`config.mk`:
```
export PLATFORM = sky130hd
export DESIGN_NAME = flex_udc_counter_flat
export DESIGN_NICKNAME = d
export VERILOG_FILES = /design/src/rtl/flex_udc_counter_if.sv /design/src/rtl/flex_udc_counter.sv /design/src/flat_wrapper.sv
export SDC_FILE = /design/constraint.sdc
export NUM_CORES = 1
export LEC_CHECK = 0
export ABC_AREA = 1
export ABC_CLOCK_PERIOD_IN_PS = 2210
export CAP_MARGIN = 10
export CORE_MARGIN = 1.5
export CORE_UTILIZATION = 55
export DETAILED_ROUTE_END_ITERATION = 8
export DONT_BUFFER_PORTS = 1
export PLACE_DENSITY_LB_ADDON = 0.05
export SLEW_MARGIN = 5
export SYNTH_ARGS = -nofsm -noshare
export SYNTH_HDL_FRONTEND = slang
export SYNTH_SLANG_ARGS = --single-unit
```
`constraint.sdc`:
```
create_clock -name clk -period 2.21 [get_ports clk]
set_input_delay 0 -clock clk [delete_from_list [all_inputs] [get_ports clk]]
set_output_delay 0 -clock clk [all_outputs]
set_load 0.005 [all_outputs]
```
`src/rtl/flex_udc_counter_if.sv`:
```
// flex_udc_counter_if: control and status bundle for flex_udc_counter.
// The master side (the user of the counter) drives the controls and reads the
// count and flags; the slave side is the counter itself.
// There is no valid/ready handshake on this bundle: every control is a level
// sampled on each rising clock edge, and every status output is valid from
// the edge that produced it until the next edge.
interface flex_udc_counter_if #(
  parameter int NUM_CNT_BITS = 8
);
  logic                    clear;
  logic                    load;
  logic [NUM_CNT_BITS-1:0] load_val;
  logic                    count_enable;
  logic                    up_dn;
  logic                    sat_mode;
  logic [NUM_CNT_BITS-1:0] rollover_val;
  logic [NUM_CNT_BITS-1:0] count_out;
  logic                    wrap_flag;
  logic                    sat_flag;
  logic                    at_max;
  logic                    at_min;

  modport master (
    output clear, load, load_val, count_enable, up_dn, sat_mode, rollover_val,
    input  count_out, wrap_flag, sat_flag, at_max, at_min
  );

  modport slave (
    input  clear, load, load_val, count_enable, up_dn, sat_mode, rollover_val,
    output count_out, wrap_flag, sat_flag, at_max, at_min
  );
endinterface

```
`src/rtl/flex_udc_counter.sv`:
```
// flex_udc_counter: up/down counter over the range 0..rollover_val with
// synchronous clear/load and registered one-cycle wrap/saturate pulses.
// Optional feature macro: FLEX_UDC_SATURATE_EN. When defined, sat_mode selects
// saturating behaviour at the range ends; when undefined the counter always
// wraps, sat_mode is ignored and sat_flag is tied low.
module flex_udc_counter #(
  parameter int NUM_CNT_BITS = 8
) (
  input  logic             clk,
  input  logic             n_rst,
  flex_udc_counter_if.slave bus
);

  logic [NUM_CNT_BITS-1:0] r_count;
  logic                    r_wrap;
`ifdef FLEX_UDC_SATURATE_EN
  logic                    r_sat;
  logic                    w_step_sat;
`endif

  // One extra bit so the unsigned compares never see an overflowed operand.
  logic [NUM_CNT_BITS:0]   w_cnt_x;
  logic [NUM_CNT_BITS:0]   w_rv_x;
  logic [NUM_CNT_BITS:0]   w_lv_x;
  logic [NUM_CNT_BITS-1:0] w_load_cnt;
  logic [NUM_CNT_BITS-1:0] w_step_cnt;
  logic                    w_step_wrap;

  assign w_cnt_x = {1'b0, r_count};
  assign w_rv_x  = {1'b0, bus.rollover_val};
  assign w_lv_x  = {1'b0, bus.load_val};

  // Loaded value is clamped into the current range.
  assign w_load_cnt = (w_lv_x > w_rv_x) ? bus.rollover_val : bus.load_val;

  // Result of one enabled step, including the wrap/saturate event it causes.
  always_comb begin
    w_step_cnt  = r_count;
    w_step_wrap = 1'b0;
`ifdef FLEX_UDC_SATURATE_EN
    w_step_sat  = 1'b0;
`endif
    if (bus.up_dn) begin
      if (w_cnt_x < w_rv_x) begin
        w_step_cnt = r_count + NUM_CNT_BITS'(1);
      end
`ifdef FLEX_UDC_SATURATE_EN
      else if (bus.sat_mode) begin
        w_step_cnt = bus.rollover_val;
        w_step_sat = 1'b1;
      end
`endif
      else begin
        w_step_cnt  = '0;
        w_step_wrap = 1'b1;
      end
    end else begin
      if (w_cnt_x > w_rv_x) begin
        // Range shrank below the count: snap to the new top, not a wrap.
        w_step_cnt = bus.rollover_val;
      end else if (r_count != '0) begin
        w_step_cnt = r_count - NUM_CNT_BITS'(1);
      end
`ifdef FLEX_UDC_SATURATE_EN
      else if (bus.sat_mode) begin
        w_step_cnt = '0;
        w_step_sat = 1'b1;
      end
`endif
      else begin
        w_step_cnt  = bus.rollover_val;
        w_step_wrap = 1'b1;
      end
    end
  end

  // Count and event flags, resolved by reset > clear > load > step > hold.
  always_ff @(posedge clk) begin
    if (!n_rst || bus.clear) begin
      r_count <= '0;
      r_wrap  <= 1'b0;
    end else if (bus.load) begin
      r_count <= w_load_cnt;
      r_wrap  <= 1'b0;
    end else if (bus.count_enable) begin
      r_count <= w_step_cnt;
      r_wrap  <= w_step_wrap;
    end else begin
      r_wrap  <= 1'b0;
    end
  end

`ifdef FLEX_UDC_SATURATE_EN
  // Saturation pulse follows the same priority as the count.
  always_ff @(posedge clk) begin
    if (!n_rst || bus.clear || bus.load || !bus.count_enable) begin
      r_sat <= 1'b0;
    end else begin
      r_sat <= w_step_sat;
    end
  end
  assign bus.sat_flag = r_sat;
`else
  assign bus.sat_flag = 1'b0;
`endif

  assign bus.count_out = r_count;
  assign bus.wrap_flag = r_wrap;
  assign bus.at_max    = (w_cnt_x >= w_rv_x);
  assign bus.at_min    = (r_count == '0);

endmodule
```
`src/flat_wrapper.sv`:
```
// flat-port wrapper written by rule: the top's interface ports become plain ports
module flex_udc_counter_flat 
#(
  parameter int NUM_CNT_BITS = 8
)
  (clk, n_rst, bus_clear, bus_load, bus_load_val, bus_count_enable, bus_up_dn, bus_sat_mode, bus_rollover_val, bus_count_out, bus_wrap_flag, bus_sat_flag, bus_at_max, bus_at_min);
  flex_udc_counter_if #(.NUM_CNT_BITS(NUM_CNT_BITS)) bus_i ();
  input  logic clk;
  input  logic n_rst;
  input wire logic [$bits(bus_i.clear)-1:0] bus_clear;
  input wire logic [$bits(bus_i.load)-1:0] bus_load;
  input wire logic [$bits(bus_i.load_val)-1:0] bus_load_val;
  input wire logic [$bits(bus_i.count_enable)-1:0] bus_count_enable;
  input wire logic [$bits(bus_i.up_dn)-1:0] bus_up_dn;
  input wire logic [$bits(bus_i.sat_mode)-1:0] bus_sat_mode;
  input wire logic [$bits(bus_i.rollover_val)-1:0] bus_rollover_val;
  output wire logic [$bits(bus_i.count_out)-1:0] bus_count_out;
  output wire logic [$bits(bus_i.wrap_flag)-1:0] bus_wrap_flag;
  output wire logic [$bits(bus_i.sat_flag)-1:0] bus_sat_flag;
  output wire logic [$bits(bus_i.at_max)-1:0] bus_at_max;
  output wire logic [$bits(bus_i.at_min)-1:0] bus_at_min;
  assign bus_i.clear = bus_clear;
  assign bus_i.load = bus_load;
  assign bus_i.load_val = bus_load_val;
  assign bus_i.count_enable = bus_count_enable;
  assign bus_i.up_dn = bus_up_dn;
  assign bus_i.sat_mode = bus_sat_mode;
  assign bus_i.rollover_val = bus_rollover_val;
  assign bus_count_out = bus_i.count_out;
  assign bus_wrap_flag = bus_i.wrap_flag;
  assign bus_sat_flag = bus_i.sat_flag;
  assign bus_at_max = bus_i.at_max;
  assign bus_at_min = bus_i.at_min;
  flex_udc_counter #(.NUM_CNT_BITS(NUM_CNT_BITS)) u_core (.clk(clk), .n_rst(n_rst), .bus(bus_i));
endmodule
```
==> impl_metrics.env, run 1 <==
export IMPL_fin_setup_tns_ns=0
export IMPL_async_flop_share_pct=0
export IMPL_grt_max_degree=11
export IMPL_ff2ff_path_depth=11
export IMPL_drive_gt1_share_pct=15.3
export IMPL_ant_nets=0
export IMPL_antenna_found_initial=0
export IMPL_fin_crit_ns=2.06
export IMPL_area_delta_synth_final_pct=12.3
export IMPL_synth_top_cell_area_share_pct=20.9
export IMPL_cts_root_buffer="clkbuf_4"
export IMPL_ff2ff_setup_slack_ns=0.15
export IMPL_grt_pass1_vias=1493
export IMPL_avgSynthCellArea_um2=6.18
export IMPL_synth_top_area_cell="nand2_1"
export IMPL_synth_flop_cell="dfxtp_1"
export IMPL_hold_path_class="primary input to register"
export IMPL_worst_setup_path_start_kind="register"
export IMPL_cp_required_ns=2.39
export IMPL_vias=1567
export IMPL_numPortBuffers=0
export IMPL_ir_drop_mv=0.530
export IMPL_hold_end="u_core.bus.count_out[3]$_SDFFE_PP0P_"
export IMPL_r2r_start="u_core.bus.count_out[3]$_SDFFE_PP0P_"
export IMPL_holdPathStages=4
export IMPL_stdcell_area_um2=1710
export IMPL_cts_htree_levels=1
export IMPL_finish_utilization_pct=67.4
export IMPL_netlist_area_um2=1530
export IMPL_violations="negative hold slack"
export IMPL_synth_edff_count=0
export IMPL_synth_seq_area_share_pct=11.8
export IMPL_design_portCount=35
export IMPL_post_place_ws_ns=0.447
export IMPL_maxSlewViolCount=0
export IMPL_place_congestion=0.873
export IMPL_cts_tree="built"
export IMPL_finalNonFillerCells=292
export IMPL_critical_path_class="register to register"
export IMPL_dieArea_um2=3100
export IMPL_wl_per_cell_um=14.3
export IMPL_setup_slack_ns=0.148
export IMPL_seq_area_um2=180
export IMPL_fillers=238
export IMPL_run_status="finished, violations left"
export IMPL_syn_num_nets=289
export IMPL_place_area_um2=1610
export IMPL_fp_dieH_um=55.7
export IMPL_clk_pin_slew_worst_paths_ns=0.08
export IMPL_critPathCaptureType="register"
export IMPL_start_util_pct=60.0
export IMPL_holdWs_ns=-0.000784
export IMPL_yosysWarningCount=0
export IMPL_worst_pin_slew_ns=0.530
export IMPL_routed_wl_um=4190
export IMPL_die_w_um=55.7
export IMPL_crit_fanout=8
export IMPL_cts_made_buffers=3
export IMPL_viasPerCell=5.37
export IMPL_nNetsFinal=305
export IMPL_dp_hpwl_um=3330
export IMPL_overflow=0
export IMPL_grt_pass1_wl_um=6880
export IMPL_setup_viol=0
export IMPL_rows=18
export IMPL_synth_distinct_cells=30
export IMPL_arrival_ns=2.24
export IMPL_final_common_cell="nand2_1"
export IMPL_cap_violations=0
export IMPL_n_antenna_cell=0
export IMPL_dp_cells=283
export IMPL_hold_violations=1
export IMPL_slew_headroom_pct=64.6
export IMPL_power_total_uw=745
export IMPL_multiInputGateArea_um2=1230
export IMPL_worstSkewPairLatency_ns=0.28
export IMPL_rr_endpoint="u_core.bus.wrap_flag$_SDFF_PP0_"
export IMPL_p_leak_nw=0.926
export IMPL_worstHoldStart="bus_load_val[3]"
export IMPL_cts_sinks=9
export IMPL_drt_first_iter_violations=70
export IMPL_final_cell_mix="nand2_1 (85), inv_1 (28), ha_1 (18)"
export IMPL_clk_path_buf_depth=2
export IMPL_synth_seq_cells=9
export IMPL_finalCritPeriodShare_pct=93.3
export IMPL_p_per_area_nw_per_um2=434
export IMPL_dr_pass1_iters=4
export IMPL_cp_startpoint="u_core.bus.count_out[3]$_SDFFE_PP0P_"
export IMPL_rsz0062_at_grt="no"
export IMPL_grt_usage_pct=28.0
export IMPL_netlist_instances=247
export IMPL_core_area_um2=2540
export IMPL_finClkSkew_ns=0.00664
export IMPL_synth_area_leaders="nand2_1 (21%), ha_1 (16%), dfxtp_1 (12%)"
export IMPL_timing_fmax_mhz=485
export IMPL_drc=0
[critical path, cell delays in order, from the launching register on]
cell and delay [ns]:
dfxtp_1 0.35, ha_4 0.28, nand2_1 0.06, inv_1 0.08
nand2_1 0.06, nand2_1 0.05, nand2_1 0.09, nand2_4 0.11
nand2_4 0.10, a21oi_4 0.16, nor3_1 0.06, dlygate4sd3_1 0.56
[cells by family after synthesis]
family	Yosys count	synth area share, %
AO/OA/AOI/OAI	41	13.9
XOR/XNOR	6	3.44
adder cells (fa/ha/maj)	19	15.6
buffers and inverters	36	9.59
flip-flops	9	11.8
other	1	0.246
AND/OR/NAND/NOR	135	45.4
[flip-flops by register name, indices dropped and copies added, names as in the netlist]
signal	count
u_core.bus.wrap_flag	1
u_core.bus.count_out	8
[power breakdown]
part | total (mW) | switching, mW | internal [mW]
clock | 0.146 | 0.0783 | 0.0673
combinational | 0.421 | 0.260 | 0.161
sequential | 0.179 | 0.00707 | 0.172
[cell usage after synthesis, types with 4 or more instances]
master / n
nor2_1: 12
inv_1: 29
ha_1: 19
inv_2: 4
a21oi_1: 17
nor2_4: 4
o21ai_0: 9
nand2_1: 85
nand3_1: 16
dfxtp_1: 9
o21ai_1: 12
nand2_4: 6
xor2_1: 5
[worst max path at each step]
stage	endpoint	slack (ns)
6_report	u_core.bus.wrap_flag$_SDFF_PP0_	0.15
5_1_grt	u_core.bus.wrap_flag$_SDFF_PP0_	0.02
4_1_cts	u_core.bus.wrap_flag$_SDFF_PP0_	0.01
3_5_place_dp	u_core.bus.count_out[6]$_SDFFE_PP0P_	0.45
3_3_place_gp	u_core.bus.count_out[6]$_SDFFE_PP0P_	0.45
2_1_floorplan	u_core.bus.count_out[6]$_SDFFE_PP0P_	0.51
[cell type report]
cell class,count,share of cell area [%]
clock buffers,3,1.31
flip-flops and latches,9,10.5
clock inverters,1,0.292
well taps,30,2.19
repair buffers,14,6.86
inverters,33,7.23
multi-input cells,202,71.6
[layer usage]
metal | vias to the layer above | routed length, um | GRT usage, %
met4 | 0 | 31 | 3.48
li1 | 830 | - | -
met1 | 677 | 1930 | 37.4
met5 | - | 0 | 0
met2 | 56 | 1920 | 45.7
met3 | 4 | 303 | 8.37
[what timing repair did]
item | 4_1_cts | 5_1_grt
resized for setup | 0 | 5
endpoints found under the setup margin | 0 | 1
endpoints found under the hold margin | 7 | 0
setup buffers | 0 | 0
hold buffers | 5 | 0
No activity file was read; power rests on OpenSTA's default activity.
==> inputs of run 2 (changes only) <==
- CTS_BUF_LIST: default -> sky130_fd_sc_hd__clkbuf_8
- GPL_TIMING_DRIVEN: default -> 0
- MAX_ROUTING_LAYER: default -> met4
==> run 2 against run 1 <==
  * Largest cell class unchanged
  * Non-clock buffer count shrank 11
  * Flip-flop and latch count is the same
  * The flow now finishes without violations
  * Critical path depth grew 2
  * Combinational power shrank 10%
  * Core utilization shrank 4.1 points
  * Count of clock-buffer cells in the layout is the same
  * Register-to-register slack gained 0.06 ns
  * Cell count shrank 3.8%
  * Sequential share of layout area grew 0.69 points
  * Sequential power grew 10%
  * Worst hold slack gained 0.033 ns
  * Setup slack gained 0.061 ns
==> impl_metrics.env, run 2 (same netlist as run 1, synthesis figures left out) <==
export IMPL_design_portCount=35
export IMPL_cts_tree="built"
export IMPL_area_delta_synth_final_pct=5.41
export IMPL_place_area_um2=1560
export IMPL_slew_headroom_pct=66.1
export IMPL_n_antenna_cell=0
export IMPL_hold_violations=0
export IMPL_post_cts_buffers=0
export IMPL_rsz0062_at_grt="no"
export IMPL_critPathCaptureType="register"
export IMPL_finClkSkew_ns=0.000493
export IMPL_r2r_start="u_core.bus.count_out[6]$_SDFFE_PP0P_"
export IMPL_wl_per_cell_um=13.5
export IMPL_run_status="completed"
export IMPL_finalCritPeriodShare_pct=90.6
export IMPL_grt_max_degree=11
export IMPL_clk_pin_slew_worst_paths_ns=0.04
export IMPL_viasPerCell=5.43
export IMPL_rows=18
export IMPL_dr_pass1_iters=4
export IMPL_ff2ff_setup_slack_ns=0.21
export IMPL_cp_required_ns=2.33
export IMPL_vias=1525
export IMPL_start_util_pct=60.0
export IMPL_timing_fmax_mhz=500
export IMPL_cap_violations=0
export IMPL_worst_pin_slew_ns=0.507
export IMPL_stdcell_area_um2=1610
export IMPL_nNetsFinal=294
export IMPL_cts_made_buffers=3
export IMPL_cts_resized=0
export IMPL_fillers=263
export IMPL_cts_htree_levels=1
export IMPL_cts_root_buffer="clkbuf_8"
export IMPL_die_w_um=55.7
export IMPL_place_congestion=0.995
export IMPL_cp_startpoint="u_core.bus.count_out[6]$_SDFFE_PP0P_"
export IMPL_largest_reg_flops=8
export IMPL_final_common_cell="nand2_1"
export IMPL_maxSlewViolCount=0
export IMPL_fp_dieH_um=55.7
export IMPL_worstSkewPairLatency_ns=0.22
export IMPL_ir_drop_mv=0.958
export IMPL_fin_crit_ns=2.00
export IMPL_critical_path_class="register to register"
export IMPL_dp_hpwl_um=3130
export IMPL_worst_setup_path_start_kind="register"
export IMPL_final_cell_mix="nand2_1 (85), inv_1 (30), ha_1 (19)"
export IMPL_drive_gt1_share_pct=11.2
export IMPL_antenna_found_initial=0
export IMPL_core_area_um2=2540
export IMPL_cts_sinks=9
export IMPL_crit_fanout=8
export IMPL_hold_buffers=0
export IMPL_drc=0
export IMPL_finish_utilization_pct=63.2
export IMPL_clk_path_buf_depth=2
export IMPL_finalNonFillerCells=281
export IMPL_worstHoldStart="bus_count_enable"
export IMPL_drt_first_iter_violations=51
export IMPL_routed_wl_um=3800
export IMPL_grt_pass1_vias=1361
export IMPL_ant_nets=0
export IMPL_hold_path_class="primary input to register"
export IMPL_arrival_ns=2.12
export IMPL_overflow=0
export IMPL_grt_usage_pct=25.8
export IMPL_dieArea_um2=3100
export IMPL_power_total_uw=753
export IMPL_dp_cells=277
export IMPL_setup_viol=0
export IMPL_grt_pass1_wl_um=6200
export IMPL_p_leak_nw=0.873
export IMPL_numPortBuffers=0
export IMPL_p_per_area_nw_per_um2=468
export IMPL_fin_setup_tns_ns=0
-- run 2: layout make-up --
class / instances / area (um2) / share of cell area [%]
Buffer: 3 / 22.5 / 1.40
Tap cell: 30 / 37.5 / 2.33
Clock buffer: 3 / 41.3 / 2.57
Inverter: 33 / 124 / 7.70
Clock inverter: 1 / 3.75 / 0.233
Multi-Input combinational cell: 202 / 1200 / 74.6
Sequential cell: 9 / 180 / 11.2
-- run 2: per-stage QoR --
step / setup WS [ns] / hold WS, ns
6_report: 0.209 / 0.0326
5_1_grt: 0.00861 / 0.0563
4_1_cts: 0.231 / 0.0289
3_5_place_dp: 0.246 / 0.265
3_3_place_gp: 0.226 / 0.254
2_1_floorplan: 0.509 / 0.167
-- run 2: critical path: stages (launching register included) --
cell	delay [ns]
dfxtp_1	0.61
ha_1	0.31
nand2_1	0.09
nor2_1	0.08
nor2_4	0.12
nand2_4	0.09
nand2_4	0.12
nand2_4	0.08
inv_2	0.09
nand3_1	0.07
nand2_1	0.07
nand2_1	0.06
nand2_1	0.06
nand2_1	0.05
-- run 2: final timing paths --
kind / endpoint / depth (start not counted)
setup / recovery: u_core.bus.count_out[6]$_SDFFE_PP0P_ / 13
hold / removal: u_core.bus.wrap_flag$_SDFF_PP0_ / 4
setup reg to reg: u_core.bus.count_out[6]$_SDFFE_PP0P_ / 13
hold reg to reg: u_core.bus.count_out[5]$_SDFFE_PP0P_ / 4
-- run 2: routing by layer --
layer,GRT usage [%],vias up,share of wire [%]
li1,-,813,-
met1,33.9,664,46
met2,43.9,46,47
met3,3.02,2,6.1
met4,2.79,0,0.55
met5,-,-,0
-- run 2: report_power, final --
part           total [mW]  switching [mW]  leakage [nW]  internal, mW
sequential          0.197          0.0243        0.0735         0.173
clock               0.176          0.0562        0.0269         0.120
combinational       0.379           0.237         0.773         0.142
